**config.mk**
```make
export PLATFORM = sky130hd
export DESIGN_NAME = tlb_refill_walker
export DESIGN_NICKNAME = d
export VERILOG_FILES = /design/src/rtl/mips_tlb_pkg.sv /design/src/rtl/tlb_victim_ptr.sv /design/src/rtl/tlb_refill_walker.sv
export SDC_FILE = /design/constraint.sdc
export NUM_CORES = 1
export LEC_CHECK = 0
export BUFFER_PORTS_ARGS = -buffer_cell sky130_fd_sc_hd__buf_2
export CORE_ASPECT_RATIO = 1.75
export CORE_MARGIN = 2
export CORE_UTILIZATION = 35
export CTS_CLUSTER_SIZE = 28
export DETAILED_ROUTE_END_ITERATION = 7
export PLACE_DENSITY_LB_ADDON = 0.1
export SYNTH_ARGS = -nofsm -noshare
export SYNTH_HDL_FRONTEND = slang
export SYNTH_SLANG_ARGS = --single-unit
```
**constraint.sdc**
```tcl
create_clock -name clk -period 4.93 [get_ports clk]
set_clock_uncertainty 0.05 [all_clocks]
set_input_delay 0.2465 -clock clk [delete_from_list [all_inputs] [get_ports clk]]
set_output_delay 0.2465 -clock clk [all_outputs]
set_load 0.01 [all_outputs]
```
**src/rtl/mips_tlb_pkg.sv**
```systemverilog
// Shared definitions for the TLB refill path: PTE layout, TLB geometry,
// unmapped-segment bounds, fault cause codes and walker FSM encoding.
package mips_tlb_pkg;

    localparam int PTE_PFN_HI = 31;
    localparam int PTE_PFN_LO = 12;
    localparam int PTE_D      = 10;
    localparam int PTE_V      = 9;

    localparam int TLB_DEPTH  = 32;
    localparam int TLB_IDX_W  = 5;

    localparam logic [31:0] KSEG0_BASE = 32'h8000_0000;
    localparam logic [31:0] KSEG1_LAST = 32'hBFFF_FFFF;

    typedef enum logic [1:0] {
        CAUSE_NONE     = 2'd0,
        CAUSE_INVALID  = 2'd1,
        CAUSE_TIMEOUT  = 2'd2,
        CAUSE_UNMAPPED = 2'd3
    } fault_cause_e;

    typedef enum logic [2:0] {
        ST_IDLE  = 3'd0,
        ST_FETCH = 3'd1,
        ST_WRITE = 3'd2,
        ST_DONE  = 3'd3,
        ST_FAULT = 3'd4
    } walk_state_e;

endpackage

```
**src/rtl/tlb_victim_ptr.sv**
```systemverilog
// Round-robin TLB victim selector; wraps from the last slot back to the
// first non-wired slot so wired entries are never replaced.
module tlb_victim_ptr
    import mips_tlb_pkg::*;
#(
    parameter int WIRED = 4
) (
    input  logic                 clk,
    input  logic                 rst,
    input  logic                 advance,
    output logic [TLB_IDX_W-1:0] ptr
);

    localparam logic [TLB_IDX_W-1:0] FLOOR    = TLB_IDX_W'(WIRED);
    localparam logic [TLB_IDX_W-1:0] LAST_IDX = TLB_IDX_W'(TLB_DEPTH - 1);

    // Victim pointer register; with WIRED at the last slot it stays there.
    always_ff @(posedge clk or posedge rst) begin
        if (rst) begin
            ptr <= FLOOR;
        end else if (advance) begin
            ptr <= (ptr == LAST_IDX) ? FLOOR : ptr + TLB_IDX_W'(1);
        end else begin
            ptr <= ptr;
        end
    end

endmodule

```
**src/rtl/tlb_refill_walker.sv**
```systemverilog
// Hardware TLB refill engine: fetches the PTE for a missed virtual page and
// writes it into a round-robin victim slot, or reports a fault.
module tlb_refill_walker
    import mips_tlb_pkg::*;
#(
    parameter int          WIRED          = 4,
    parameter int          TIMEOUT_CYCLES = 64,
    parameter logic [31:0] KSEG_LO        = KSEG0_BASE,
    parameter logic [31:0] KSEG_HI        = KSEG1_LAST
) (
    input  logic        clk,
    input  logic        rst,
    input  logic        miss_valid,
    input  logic [31:0] miss_vaddr,
    output logic        miss_ready,
    input  logic [31:0] ptbase,
    input  logic        abort,
    output logic        mem_req,
    output logic [31:0] mem_addr,
    input  logic        mem_rvalid,
    input  logic [31:0] mem_rdata,
    output logic        tlb_write_enable,
    output logic [4:0]  tlb_write_index,
    output logic [31:0] tlb_write_tag,
    output logic [31:0] tlb_write_data,
    output logic        refill_done,
    output logic        refill_fault,
    output logic [1:0]  fault_cause,
    output logic        busy
);

    localparam int CNT_W = $clog2(TIMEOUT_CYCLES + 1);
    localparam logic [CNT_W-1:0] TMO_LAST = CNT_W'(TIMEOUT_CYCLES - 1);

    walk_state_e            state_r, next_s;
    fault_cause_e           cause_r, cause_next_s;
    logic [19:0]            vpn_r;
    logic [31:0]            ptbase_r;
    logic [31:0]            pte_r;
    logic [CNT_W-1:0]       tmo_cnt_r;
    logic [TLB_IDX_W-1:0]   victim_s;
    logic                   accept_s;
    logic                   capture_s;
    logic                   unmapped_s;
    logic                   tmo_hit_s;

    assign unmapped_s = (miss_vaddr >= KSEG_LO) && (miss_vaddr <= KSEG_HI);
    assign tmo_hit_s  = (tmo_cnt_r == TMO_LAST);

    tlb_victim_ptr #(.WIRED(WIRED)) u_victim (
        .clk     (clk),
        .rst     (rst),
        .advance (state_r == ST_WRITE),
        .ptr     (victim_s)
    );

    // Next-state selection; abort only short-circuits FETCH and FAULT.
    always_comb begin
        next_s       = state_r;
        cause_next_s = cause_r;
        accept_s     = 1'b0;
        capture_s    = 1'b0;
        case (state_r)
            ST_IDLE: begin
                if (miss_valid) begin
                    accept_s = 1'b1;
                    if (unmapped_s) begin
                        next_s       = ST_FAULT;
                        cause_next_s = CAUSE_UNMAPPED;
                    end else begin
                        next_s = ST_FETCH;
                    end
                end else begin
                    next_s = ST_IDLE;
                end
            end
            ST_FETCH: begin
                if (abort) begin
                    next_s = ST_IDLE;
                end else if (mem_rvalid) begin
                    capture_s = 1'b1;
                    if (mem_rdata[PTE_V]) begin
                        next_s = ST_WRITE;
                    end else begin
                        next_s       = ST_FAULT;
                        cause_next_s = CAUSE_INVALID;
                    end
                end else if (tmo_hit_s) begin
                    next_s       = ST_FAULT;
                    cause_next_s = CAUSE_TIMEOUT;
                end else begin
                    next_s = ST_FETCH;
                end
            end
            ST_WRITE: next_s = ST_DONE;
            ST_DONE:  next_s = ST_IDLE;
            ST_FAULT: next_s = ST_IDLE;
            default:  next_s = ST_IDLE;
        endcase
    end

    // State, request context and fault cause registers.
    always_ff @(posedge clk or posedge rst) begin
        if (rst) begin
            state_r  <= ST_IDLE;
            cause_r  <= CAUSE_NONE;
            vpn_r    <= 20'h0_0000;
            ptbase_r <= 32'h0000_0000;
            pte_r    <= 32'h0000_0000;
        end else begin
            state_r  <= next_s;
            cause_r  <= cause_next_s;
            vpn_r    <= accept_s  ? miss_vaddr[31:12] : vpn_r;
            ptbase_r <= accept_s  ? ptbase            : ptbase_r;
            pte_r    <= capture_s ? mem_rdata         : pte_r;
        end
    end

    // Timeout counter: cleared on accept, counts FETCH cycles with no response.
    always_ff @(posedge clk or posedge rst) begin
        if (rst) begin
            tmo_cnt_r <= '0;
        end else if (accept_s) begin
            tmo_cnt_r <= '0;
        end else if ((state_r == ST_FETCH) && !mem_rvalid) begin
            tmo_cnt_r <= tmo_cnt_r + CNT_W'(1);
        end else begin
            tmo_cnt_r <= tmo_cnt_r;
        end
    end

    assign miss_ready       = (state_r == ST_IDLE);
    assign busy             = (state_r != ST_IDLE);
    assign mem_req          = (state_r == ST_FETCH);
    assign mem_addr         = mem_req ? (ptbase_r + {10'b0, vpn_r, 2'b00}) : 32'h0000_0000;
    assign tlb_write_enable = (state_r == ST_WRITE);
    assign tlb_write_index  = tlb_write_enable ? victim_s : 5'd0;
    assign tlb_write_tag    = tlb_write_enable ? {vpn_r, 12'h000} : 32'h0000_0000;
    assign tlb_write_data   = tlb_write_enable ? pte_r : 32'h0000_0000;
    assign refill_done      = (state_r == ST_DONE);
    assign refill_fault     = (state_r == ST_FAULT) && !abort;
    assign fault_cause      = refill_fault ? cause_r : CAUSE_NONE;

endmodule

```
==> flow_metrics.py <==
metrics = {
    "run_status": {
        "run_status": "completed",
    },
    "run": {
        "maxCapViolations": 0,
    },
    "global_route": {
        "gr-total-overflow": 0,
        "grt_use_met1_pct": 19.8,
        "grt_start_max_net_pins": 63,
        "grt_use_total_pct": 17.9,
        "grt_pass1_vias": 5121,
        "use_met3_pct": 4.34,
        "grt_first_pass_wirelength_um": 25500,
        "antenna_found_initial": 0,
        "grt-busiest-layer": "met2",
        "gr-usage-met2_pct": 32.5,
    },
    "detailed_routing": {
        "drtIter0Drc": 131,
        "vias": 4839,
        "routed_wl_um": 15900,
        "drc": 0,
        "ant_nets": 0,
        "firstDrtPassIters": 4,
        "via_per_inst": 4.92,
        "wl_per_cell_um": 16.2,
    },
    "sta": {
        "tns_ps": 0,
        "final.min_clock_period_ps": 3460,
        "tightest_slew_ps": 808,
        "slew_viol_final": 0,
        "rsz0062_at_grt": "no",
        "postLayoutSetupSlackWorst_ps": 1470,
        "slew_headroom_pct": 46.1,
        "hold_viol": 0,
        "max_freq_ghz": 0.289,
        "setup_viol": 0,
        "timing.final.crit_share_pct": 70.1,
    },
    "worst_setup_path": {
        "critPathLaunch": "vpn_r[0]",
        "crit_type": "flip-flop to output port",
        "r2r_slack_ps": 2120,
        "crit_fanout": 7,
        "endpoint_kind": "output port",
        "path_delay_family": "compound AO/OA/AOI/OAI gates",
        "cp_slowest_cell": "fa_1",
        "crit_arrival_ps": 3160,
        "rr_worst_depth": 4,
        "reg2reg_from": "state_r[1]",
        "start_kind": "flip-flop",
        "slowest_delay_ps": 400,
        "required_ps": 4630,
        "r2r-end": "vpn_r[12]",
        "path_buf_inv": 2,
        "path_cells": "ha_1 > inv_1 > fa_1 > nand2b_1 > a21oi_1 > o21a_1 > o211ai_1 > a211oi_1 > mux2i_1 > buf_2",
    },
    "logic_synthesis": {
        "yosysTopAreaCell": "dfrtp_1",
        "netlist_top_cells_area": "dfrtp_1 42%, mux2_2 15%, and2_1 6.8%",
        "ys_types": 62,
        "ys_ff_latch": 101,
        "yosys_warnings": 0,
        "yosysTopAreaCellShare_pct": 41.7,
        "netlist_instances": 578,
        "synth_area_per_cell_um2": 10.4,
        "yosysSeqAreaShare_pct": 42.1,
        "ys_dominant_reg_cell": "dfrtp_1",
        "synthArstFlopShare_pct": 100,
        "synthesis.area_mm2": 0.00600,
        "synth_edf_count": 0,
    },
    "finish": {
        "nets": 876,
        "syn_to_final_growth_pct": 22.8,
        "final_util_pct": 43.7,
        "diodes": 0,
        "drive_above_1_share_pct": 39.7,
        "final_cell_mix": "185 x buf_2, 100 x dfrtp_1, 81 x mux2_2",
        "fin_cells": 983,
        "final_common_cell": "buf_2",
    },
    "floorplan": {
        "die-width_um": 103,
        "dieArea_mm2": 0.0182,
        "core_area_mm2": 0.0169,
        "pin_count": 210,
        "row_count": 63,
        "dieHeight_um": 177,
        "start_util_pct": 35.6,
    },
    "place": {
        "dp_slack_ps": 1840,
        "dp.cells": 966,
        "io_buffers": 185,
        "hpwl_um": 12000,
        "globalplace.congestion": 0.859,
    },
    "cts": {
        "cts_buffers": 9,
        "post_cts_buffers": 0,
        "cts_tree": "built",
        "cts_buffer_depth": 2,
        "clock_sinks": 101,
        "clock_latency_ps": 350,
        "cts.clk_slew.worst_paths_ps": 70,
        "clockRootBuffer": "clkbuf_16",
        "ctsHtreeMaxLevel": 3,
    },
    "power": {
        "ir_drop_uv": 245,
        "p_leak_nw": 3.65,
        "power.density_mw_per_mm2": 683,
    },
    "hold_path": {
        "min_to": "ptbase_r[22]",
        "hold-path-cell-count": 3,
        "hp-class": "input pin to flip-flop",
        "worstHoldStart": "ptbase[22]",
    },
}
-- worst min-delay path, cell delays in order --
cell and delay, ps:
buf_2 90, nand2_1 40, o21ai_0 60
-- registers in the layout, indices dropped and copies added (netlist names) --
name	cells
cause_r	2
ptbase_r	32
pte_r	32
state_r	3
tmo_cnt_r	7
u_victim.ptr	5
vpn_r	20
-- cell type report --
| cell class | count | area, um^2 |
|---|---|---|
| timing repair buffer | 190 | 966 |
| inverter | 14 | 55.1 |
| fill | 1723 | 9500 |
| multi-input combinational | 435 | 3220 |
| sequential | 101 | 2530 |
| clock buffer | 10 | 239 |
| tap | 227 | 284 |
| clock inverter | 6 | 76.3 |
-- stage by stage --
step | hold slack (ps) | area [um^2] | power (mW)
CTS | 57.6 | 7370 | 5.10
global placement | 275 | 7040 | 4.25
floorplan | 313 | 6040 | 3.55
global route | 59.8 | 7370 | 5.47
finish | 67.9 | 7370 | 5.03
detailed placement | 284 | 7040 | 4.31
-- worst max-delay path by stage --
stage,to,depth (start not counted),slack (ps)
finish,mem_addr[24],10,1470
CTS,mem_addr[24],10,1440
global route,mem_addr[24],10,1300
global placement,mem_addr[24],10,1860
detailed placement,mem_addr[24],10,1840
floorplan,cause_r[0],1,1990
-- layer usage --
metal  vias up  part of all wire, %
met5         -                    0
met4         0                  2.1
met3        18                  6.2
met2       153                   53
met1      2315                   39
li1       2353                    -
-- logic make-up (layout without fill, tap and decap cells) --
group / Yosys count / in the layout / synth area share (%)
and+or+nand+nor: 198 / 198 / 18.0
DFF: 101 / 101 / 42.1
AOI/OAI and AO/OA: 96 / 96 / 10.9
muxes: 90 / 90 / 16.7
buffers and inverters: 53 / 220 / 4.90
adders and majority gates: 24 / 24 / 5.13
xor gates and xnor gates: 15 / 15 / 2.19
other: 1 / 12 / 0.0625
-- synthesized netlist by cell type, types with 4 or more instances --
master	number
inv_1	14
clkbuf_1	9
or3_1	4
dfrtp_1	100
xor2_1	11
xnor2_1	4
buf_2	9
nand4_1	6
ha_1	23
nand2_1	38
a211oi_1	4
a21o_1	8
nor3_1	13
nand3_1	6
a21oi_1	24
o21a_1	10
mux2i_1	9
mux2_2	81
and2_1	65
o211ai_1	6
nand2b_1	9
buf_4	18
nor2_1	32
a21boi_0	4
and3_1	8
o21ai_0	17
-- power breakdown --
group          internal, mW  switching (mW)
combinational          1.25            1.54
sequential             1.22           0.257
clock                 0.418           0.349
-- repair_timing --
action / CTS / global route
resized for setup: 0 / 0
hold endpoints to repair: 39 / 0
hold buffers: 1 / 0
(Power assumes the default switching activity.)
